===== src/rtl/sensor_responder_pkg.sv =====
// Shared constants for the polled UART sensor bus endpoint.
// FSM encodings, reserved frames and CRC polynomial.
package sensor_responder_pkg;

    localparam logic [2:0] ST_IDLE   = 3'd0;
    localparam logic [2:0] ST_DECODE = 3'd1;
    localparam logic [2:0] ST_TURN   = 3'd2;
    localparam logic [2:0] ST_SEND_D = 3'd3;
    localparam logic [2:0] ST_WAIT_D = 3'd4;
    localparam logic [2:0] ST_SEND_C = 3'd5;
    localparam logic [2:0] ST_WAIT_C = 3'd6;

    localparam logic [2:0] BROADCAST_ADDR = 3'd0;
    localparam logic [7:0] ALARM_DATA     = 8'hFF;
    localparam logic [7:0] ALARM_CRC      = 8'hA5;
    localparam logic [7:0] CRC_POLY       = 8'h07;

    localparam int UART_CLKS_PER_BIT = 16;

    typedef struct packed {
        logic [7:0] data;
        logic [7:0] crc;
    } reply_t;

endpackage


===== src/rtl/sensor_responder_crc8.sv =====
// Combinational CRC-8 of one byte: init 0, MSB first, no reflection.
// Shared with the master-side frame check.
module crc8_gen
    import sensor_responder_pkg::*;
(
    input  logic [7:0] d,
    output logic [7:0] crc
);

    logic [7:0] w_c;

    always_comb begin
        w_c = d;
        for (int i = 0; i < 8; i++) begin
            if (w_c[7])
                w_c = {w_c[6:0], 1'b0} ^ CRC_POLY;
            else
                w_c = {w_c[6:0], 1'b0};
        end
        crc = w_c;
    end

endmodule


===== src/rtl/uart.sv =====
// 8N1 UART: transmitter with busy flag, receiver with sticky rdy.
// rdy stays set until rdy_clr; a new byte overwrites dout.
module uart #(
    parameter int CLKS_PER_BIT = 16
) (
    input  logic       clk,
    input  logic       rst_n,
    input  logic       rx,
    input  logic       wr_en,
    input  logic [7:0] din,
    input  logic       rdy_clr,
    output logic       tx,
    output logic       tx_busy,
    output logic       rdy,
    output logic [7:0] dout
);

    localparam logic [15:0] LAST = 16'(CLKS_PER_BIT - 1);
    localparam logic [15:0] HALF = 16'(CLKS_PER_BIT / 2);

    logic       r_tx_busy;
    logic [9:0] r_tx_sh;
    logic [15:0] r_tx_clk;
    logic [3:0] r_tx_bit;

    always_ff @(posedge clk or negedge rst_n) begin
        if (!rst_n) begin
            r_tx_busy <= 1'b0;
            r_tx_sh   <= 10'h3FF;
            r_tx_clk  <= '0;
            r_tx_bit  <= '0;
        end else if (!r_tx_busy) begin
            if (wr_en) begin
                r_tx_busy <= 1'b1;
                r_tx_sh   <= {1'b1, din, 1'b0};
                r_tx_clk  <= '0;
                r_tx_bit  <= '0;
            end
        end else if (r_tx_clk == LAST) begin
            r_tx_clk <= '0;
            r_tx_sh  <= {1'b1, r_tx_sh[9:1]};
            if (r_tx_bit == 4'd9)
                r_tx_busy <= 1'b0;
            else
                r_tx_bit <= r_tx_bit + 4'd1;
        end else begin
            r_tx_clk <= r_tx_clk + 16'd1;
        end
    end

    assign tx      = r_tx_busy ? r_tx_sh[0] : 1'b1;
    assign tx_busy = r_tx_busy;

    logic [1:0]  r_sync;
    logic        r_rx_act;
    logic [15:0] r_rx_clk;
    logic [3:0]  r_rx_bit;
    logic [7:0]  r_rx_sh;
    logic        r_rdy;
    logic [7:0]  r_dout;
    logic        w_rx;

    assign w_rx = r_sync[1];

    // bit 0 is the start-bit phase, 1..8 data, 9 stop
    always_ff @(posedge clk or negedge rst_n) begin
        if (!rst_n) begin
            r_sync   <= 2'b11;
            r_rx_act <= 1'b0;
            r_rx_clk <= '0;
            r_rx_bit <= '0;
            r_rx_sh  <= '0;
            r_rdy    <= 1'b0;
            r_dout   <= '0;
        end else begin
            r_sync <= {r_sync[0], rx};
            if (rdy_clr)
                r_rdy <= 1'b0;
            if (!r_rx_act) begin
                if (!w_rx) begin
                    r_rx_act <= 1'b1;
                    r_rx_clk <= '0;
                    r_rx_bit <= '0;
                end
            end else if (r_rx_bit == 4'd0) begin
                if (r_rx_clk == HALF) begin
                    r_rx_clk <= '0;
                    if (w_rx)
                        r_rx_act <= 1'b0;
                    else
                        r_rx_bit <= 4'd1;
                end else begin
                    r_rx_clk <= r_rx_clk + 16'd1;
                end
            end else if (r_rx_clk == LAST) begin
                r_rx_clk <= '0;
                if (r_rx_bit == 4'd9) begin
                    r_rx_act <= 1'b0;
                    if (w_rx) begin
                        r_dout <= r_rx_sh;
                        r_rdy  <= 1'b1;
                    end
                end else begin
                    r_rx_sh  <= {w_rx, r_rx_sh[7:1]};
                    r_rx_bit <= r_rx_bit + 4'd1;
                end
            end else begin
                r_rx_clk <= r_rx_clk + 16'd1;
            end
        end
    end

    assign rdy  = r_rdy;
    assign dout = r_dout;

endmodule


===== src/rtl/sensor_responder.sv =====
// Sensor node endpoint: answers address-matched polls with data+CRC
// or the reserved alarm frame; address 0 clears the alarm latch.
module sensor_responder
    import sensor_responder_pkg::*;
#(
    parameter logic [2:0] SENSOR_ID  = 3'd1,
    parameter int         TURNAROUND = 16
) (
    input  logic       clock,
    input  logic       resetn,
    input  logic       rx,
    output logic       tx,
    input  logic [7:0] sample_data,
    input  logic       alarm_in,
    output logic       busy,
    output logic       alarm_pending,
    output logic [2:0] state
);

    logic [2:0] r_state;
    logic       r_busy;
    logic       r_alarm;
    logic       r_alarm_d;
    reply_t     r_reply;
    logic [7:0] r_cnt;
    logic       r_seen;

    logic       w_rdy;
    logic [7:0] w_dout;
    logic       w_tx_busy;
    logic       w_wr_en;
    logic       w_rdy_clr;
    logic [7:0] w_din;
    logic [7:0] w_crc;
    logic [2:0] w_addr;
    logic       w_match;
    logic       w_bcast;
    logic       w_rise;
    logic       w_unused_cmd;

    assign w_addr       = w_dout[2:0];
    assign w_unused_cmd = ^w_dout[7:3];
    assign w_match      = (w_addr == SENSOR_ID);
    assign w_rdy_clr    = (r_state == ST_DECODE);
    assign w_bcast      = w_rdy_clr && (w_addr == BROADCAST_ADDR);
    assign w_rise       = alarm_in & ~r_alarm_d;
    assign w_wr_en      = ((r_state == ST_SEND_D) || (r_state == ST_SEND_C))
                          && !w_tx_busy;
    assign w_din        = (r_state == ST_SEND_C) ? r_reply.crc : r_reply.data;

    crc8_gen u_crc (
        .d   (sample_data),
        .crc (w_crc)
    );

    uart #(
        .CLKS_PER_BIT (UART_CLKS_PER_BIT)
    ) u_uart (
        .clk     (clock),
        .rst_n   (resetn),
        .rx      (rx),
        .wr_en   (w_wr_en),
        .din     (w_din),
        .rdy_clr (w_rdy_clr),
        .tx      (tx),
        .tx_busy (w_tx_busy),
        .rdy     (w_rdy),
        .dout    (w_dout)
    );

    // a new rising edge beats a same-cycle broadcast clear
    always_ff @(posedge clock or negedge resetn) begin
        if (!resetn) begin
            r_alarm_d <= 1'b0;
            r_alarm   <= 1'b0;
        end else begin
            r_alarm_d <= alarm_in;
            if (w_rise)
                r_alarm <= 1'b1;
            else if (w_bcast)
                r_alarm <= 1'b0;
        end
    end

    always_ff @(posedge clock or negedge resetn) begin
        if (!resetn) begin
            r_state <= ST_IDLE;
            r_busy  <= 1'b0;
            r_reply <= '0;
            r_cnt   <= '0;
            r_seen  <= 1'b0;
        end else begin
            case (r_state)
                ST_IDLE: begin
                    if (w_rdy)
                        r_state <= ST_DECODE;
                end
                ST_DECODE: begin
                    if (w_match) begin
                        r_reply.data <= r_alarm ? ALARM_DATA : sample_data;
                        r_reply.crc  <= r_alarm ? ALARM_CRC : w_crc;
                        r_cnt        <= 8'(TURNAROUND);
                        r_busy       <= 1'b1;
                        r_state      <= ST_TURN;
                    end else begin
                        r_state <= ST_IDLE;
                    end
                end
                ST_TURN: begin
                    if (r_cnt <= 8'd1)
                        r_state <= ST_SEND_D;
                    else
                        r_cnt <= r_cnt - 8'd1;
                end
                ST_SEND_D: begin
                    if (!w_tx_busy) begin
                        r_seen  <= 1'b0;
                        r_state <= ST_WAIT_D;
                    end
                end
                ST_WAIT_D: begin
                    if (w_tx_busy)
                        r_seen <= 1'b1;
                    else if (r_seen)
                        r_state <= ST_SEND_C;
                end
                ST_SEND_C: begin
                    if (!w_tx_busy) begin
                        r_seen  <= 1'b0;
                        r_state <= ST_WAIT_C;
                    end
                end
                ST_WAIT_C: begin
                    if (w_tx_busy) begin
                        r_seen <= 1'b1;
                    end else if (r_seen) begin
                        r_busy  <= 1'b0;
                        r_state <= ST_IDLE;
                    end
                end
                default: r_state <= ST_IDLE;
            endcase
        end
    end

    assign busy          = r_busy;
    assign alarm_pending = r_alarm;
    assign state         = r_state;

endmodule

===== config.mk =====
export PLATFORM = sky130hd
export DESIGN_NAME = sensor_responder
export DESIGN_NICKNAME = d
export VERILOG_FILES = /design/src/rtl/sensor_responder_pkg.sv /design/src/rtl/sensor_responder_crc8.sv /design/src/rtl/uart.sv /design/src/rtl/sensor_responder.sv
export SDC_FILE = /design/constraint.sdc
export NUM_CORES = 1
export LEC_CHECK = 0
export BUFFER_PORTS_ARGS = -buffer_cell sky130_fd_sc_hd__buf_2
export CAP_MARGIN = 10
export CORE_ASPECT_RATIO = 1.25
export CORE_UTILIZATION = 40
export DETAILED_ROUTE_END_ITERATION = 8
export PLACE_DENSITY = 0.69
export RECOVER_POWER = 25
export SETUP_SLACK_MARGIN = 0.2
export SKIP_CTS_REPAIR_TIMING = 1
export SLEW_MARGIN = 10
export SYNTH_ARGS = -nofsm -noshare
export SYNTH_HDL_FRONTEND = slang
export SYNTH_HIERARCHICAL = 1
export SYNTH_SLANG_ARGS = --single-unit

===== constraint.sdc =====
create_clock -name clock -period 1.9 [get_ports clock]
set_input_delay 0 -clock clock [delete_from_list [all_inputs] [get_ports clock]]
set_output_delay 0 -clock clock [all_outputs]
set_load 0.005 [all_outputs]

Yosys cells after proc, flatten, opt, wreduce, memory -nomap -nowiden
Index checks and enable logic that the tools add are counted.
- register bits after elaboration: 97
- bits of input ports: 12
- output and inout bits: 6
- word-level logic and storage cells: 164
- add/subtract/negate cells: 5
- $lt $le $gt $ge: 1
- equality and inequality tests: 31
- mux-type cells: 72
- bitwise gates (word level): 12
- reductions and logical operators: 24
- operators with widths (kind ; count):
    16-bit two-way mux ; 8
    16-bit by 4-bit equality test with 1-bit output, second input constant ; 3
    3-bit two-way mux ; 16
    4-bit two-way mux ; 11
    8-bit two-way mux ; 5
    16-bit by 1-bit adder with 16-bit output, second input constant ; 2
    10-bit two-way mux ; 3
    2-bit != test, second input constant ; 13
    1-bit two-way mux ; 24
    3-bit NOT ; 8
    3-bit case mux with 7 select lines ; 1
    8-bit case mux with 2 select lines ; 1
    5-bit AND reduction ; 2
    2-bit nonzero test ; 5
    3-bit equality test, second input constant ; 3
    3-bit != test, second input constant ; 3
    3-bit AND reduction ; 3
    4-bit by 1-bit adder with 4-bit output, second input constant ; 2
    4-bit equality test, second input constant ; 2
    8-bit by 1-bit less-or-equal comparator with 1-bit output, second input constant ; 1
    4-bit AND reduction ; 2
    8-bit AND reduction ; 1
    8-bit by 1-bit subtractor with 8-bit output, second input constant ; 1
    3-bit by 1-bit equality test with 1-bit output, second input constant ; 2
    13 further kinds ; 23

Depth between registers and ports, before layout
- depth after elaboration: 17
- gate-level depth with buffers: 7
- gate-level depth less buffers: 6

Modules after synthesis
The synthesis kept the hierarchy.
- modules (own cells, without submodules) (module ; instances ; cells each ; area an instance (µm²) ; sequential area each (µm²)):
    uart ; 1 ; 373 ; 3880.0 ; 1765.4
    sensor_responder ; 1 ; 170 ; 1616.6 ; 775.7
    crc8_gen ; 1 ; 13 ; 128.9 ; 0.0

Worst setup path after synthesis
No wires, ideal clock.
- path type: flip-flop to flip-flop
- from: reg u_uart.r_rx_clk[0]
- to: reg u_uart.r_dout[0] (netlist: u_uart/dout[0])
- setup time: 0.125 ns
- arrival: 1.971 ns
- setup slack: -0.196 ns
- cell stages (with the launch flop): 8
- path buffers: 2
- clock period less this slack: 2.096 ns
- cells stage by stage: dfrtp_1 -> ha_1 -> and3_1 -> buf_2 -> nand4_2 -> or4b_1 -> buf_6 -> mux2_4
- cells in the longest elaborated chain, start to end: 2
- RTL lines (what ; RTL line ; RTL):
    start: declaration ; uart.sv:56 ; logic [15:0] r_rx_clk;
    start signal: assignment ; uart.sv:93 ; r_rx_clk <= r_rx_clk + 16'd1;
    start signal: assignment ; uart.sv:108 ; r_rx_clk <= r_rx_clk + 16'd1;
    16-bit by 4-bit equality test with 1-bit output ; uart.sv:95 ; end else if (r_rx_clk == LAST) begin
    5-bit AND reduction (no source line) ; -- ;
    end signal: assignment ; uart.sv:100 ; r_dout <= r_rx_sh;
    end: declaration ; uart.sv:60 ; logic [7:0] r_dout;
No other way between the ends.
A chain may end at the register's enable or synchronous reset.

Worst setup path in the final report
- from: reg u_uart.r_rx_clk[10]
- to: reg u_uart.r_dout[0] (netlist: u_uart/dout[0])
Same word-level chain as after synthesis.

==> reports/results.ini <==
[run_status]
status=complete, but fails checks
violations=hold timing, setup timing

[worst_setup_path]
critPathMaxFanout=4
crit_arrival_ns=2.18
cp_slowest_cell=or4b_4
critical-path-top-delay-family=simple AND/OR/NAND/NOR gates
worst_setup_path_end_kind=register
worstPathCellList=nor4_4, nand4_4, or4b_4, mux2_4
critPathRequiredTime_ns=2.13
critPathLaunchType=register
criticalPathCategory=register to register
cp_num_buf_inv=0
crit_path_max_incr_delay_ns=0.55

[detailed_routing]
routedWlPerCell_um=15.6
via_count=4466
wl_um=12600
drcViolationCount=0
first_iter_violations=212
ant_nets=0
drt-pass1-iter-count=4
via_per_inst=5.53

[floorplan]
rows=47
fp.dieW_um=106
initial_utilization_pct=41.0
pin_count=18
core_um2=13200
die_y_um=132
dieArea_um2=14000

[timing]
finalSetupViolations=19
whs_ns=-0.0217
period_needed_ns=1.95
clock_skew_ns=0.00792
finalHoldViolCount=2
setup_ws_ns=-0.0483
fmax_ghz=0.513
worstMarginPinSlew_ns=1.27
grt_setup_unrepaired=true
slew-limit-headroom_pct=15.4
drv_slew=0
period_share_pct=103

[grt]
use_met3_pct=2.72
met1_usage_pct=21.8
grt_first_pass_wirelength_um=19700
grt_max_degree=56
busiest_layer=met2
grt_pass1_vias=4243
grt_usage_pct=17.3
gr-total-overflow=0
antenna_found_initial=0
use_met2_pct=29.9

[placed_design]
gp_congestion=0.856
dp_slack_ns=-0.110
placed_area_um2=6100
dp_hpwl_um=8140
portBuffers=17

[pwr]
p_switching_w=0.00159
pwr-share-seq_pct=42.8
powerDensity_nw_per_um2=750
p_leak_nw=3.02
internal_power_w=0.00364
irDropWorstVdd_mv=0.625
clock_power_share_pct=34.5
comb_power_share_pct=22.6
switching_share_pct=30.4

[cells_and_area]
area_growth_syn_to_layout_pct=28.6
diodes=0
utilization_pct=52.7
final_cell_mix=dfrtp_1, nand2_1, buf_4
drive_gt1_share_pct=36.0
design_area_um2=6970
nets=653
final_common_cell=dfrtp_1

[yosys]
syn-num-nets=568
syn_area_um2=5430
syn-mean-instance-area_um2=9.94
yosys_warnings=6
synthCells=546

[clock_tree]
clk_pin_slew_ns=0.07
cts_buffer_depth=2
cts.sinks=96
tritoncts=yes
root_buffer=clkbuf_16
clock_latency_ns=0.35
cts_made_buffers=9
htreeDepth=3

[flow_run]
drv_cap=0

[min_path]
hold_path.class=input port to register

-- layout make-up --
cell class	count	area, um^2
clock buffers	9	225
inverters	15	56.3
multi-input cells	404	3090
fillers	1176	6260
clock inverters	7	75.1
well taps	171	214
repair buffers	105	892
flip-flops and latches	96	2420
-- flip-flops by register name, summed over array words and instances, names as in the netlist, 2 cells and up --
register	count
r_reply	16
u_uart/r_rx_clk	16
u_uart/r_tx_clk	16
u_uart/r_tx_sh	9
r_cnt	8
u_uart/r_rx_sh	8
u_uart/r_rx_bit	4
u_uart/r_tx_bit	4
state	3
u_uart/dout	3
u_uart/r_sync	2
-- final timing paths --
kind                            cells after the start                  to                start  slack (ns)
worst max-delay path                                4      u_uart/dout[0]  u_uart/r_rx_clk[10]       -0.05
worst min-delay path                                3          r_reply[9]       sample_data[1]       -0.02
worst max register to register                      4      u_uart/dout[0]  u_uart/r_rx_clk[10]       -0.05
max in group asynchronous                           2            state[2]               resetn        0.59
worst min register to register                      0    u_uart/r_sync[1]     u_uart/r_sync[0]        0.36
min in group asynchronous                           2  u_uart/r_tx_bit[1]               resetn        0.47
-- metal layers --
metal / up-vias / routed length, um
li1: 2164 / -
met1: 2240 / 5480
met2: 48 / 6630
met3: 14 / 251
met4: 0 / 211
met5: - / 0
-- per-stage QoR --
step / std cells / power, W / setup TNS (ns)
after floorplan: 546 / 0.00290 / -0.743
after global placement: 760 / 0.00322 / -0.209
after detailed placement: 760 / 0.00327 / -0.565
after CTS: 776 / 0.00510 / -0.925
after global routing: 807 / 0.00546 / -1.71
final: 807 / 0.00523 / -0.471
-- power groups by stage --
stage | sequential (W) | clock, W | combinational [W]
after CTS | 0.00223 | 0.00186 | 0.00102
after detailed placement | 0.00226 | 0 | 0.00101
final | 0.00224 | 0.00181 | 0.00118
after global placement | 0.00226 | 0 | 0.000965
after floorplan | 0.00228 | 0 | 0.000622
after global routing | 0.00225 | 0.00193 | 0.00129
-- tightest hold or removal path: cells and delay by family --
family / cells / cell delay [ns]
buffers and inverters: 1 / 0.13
AO/OA/AOI/OAI: 1 / 0.10
AND/OR/NAND/NOR: 1 / 0.07
Power figures use the tool's default switching activity.
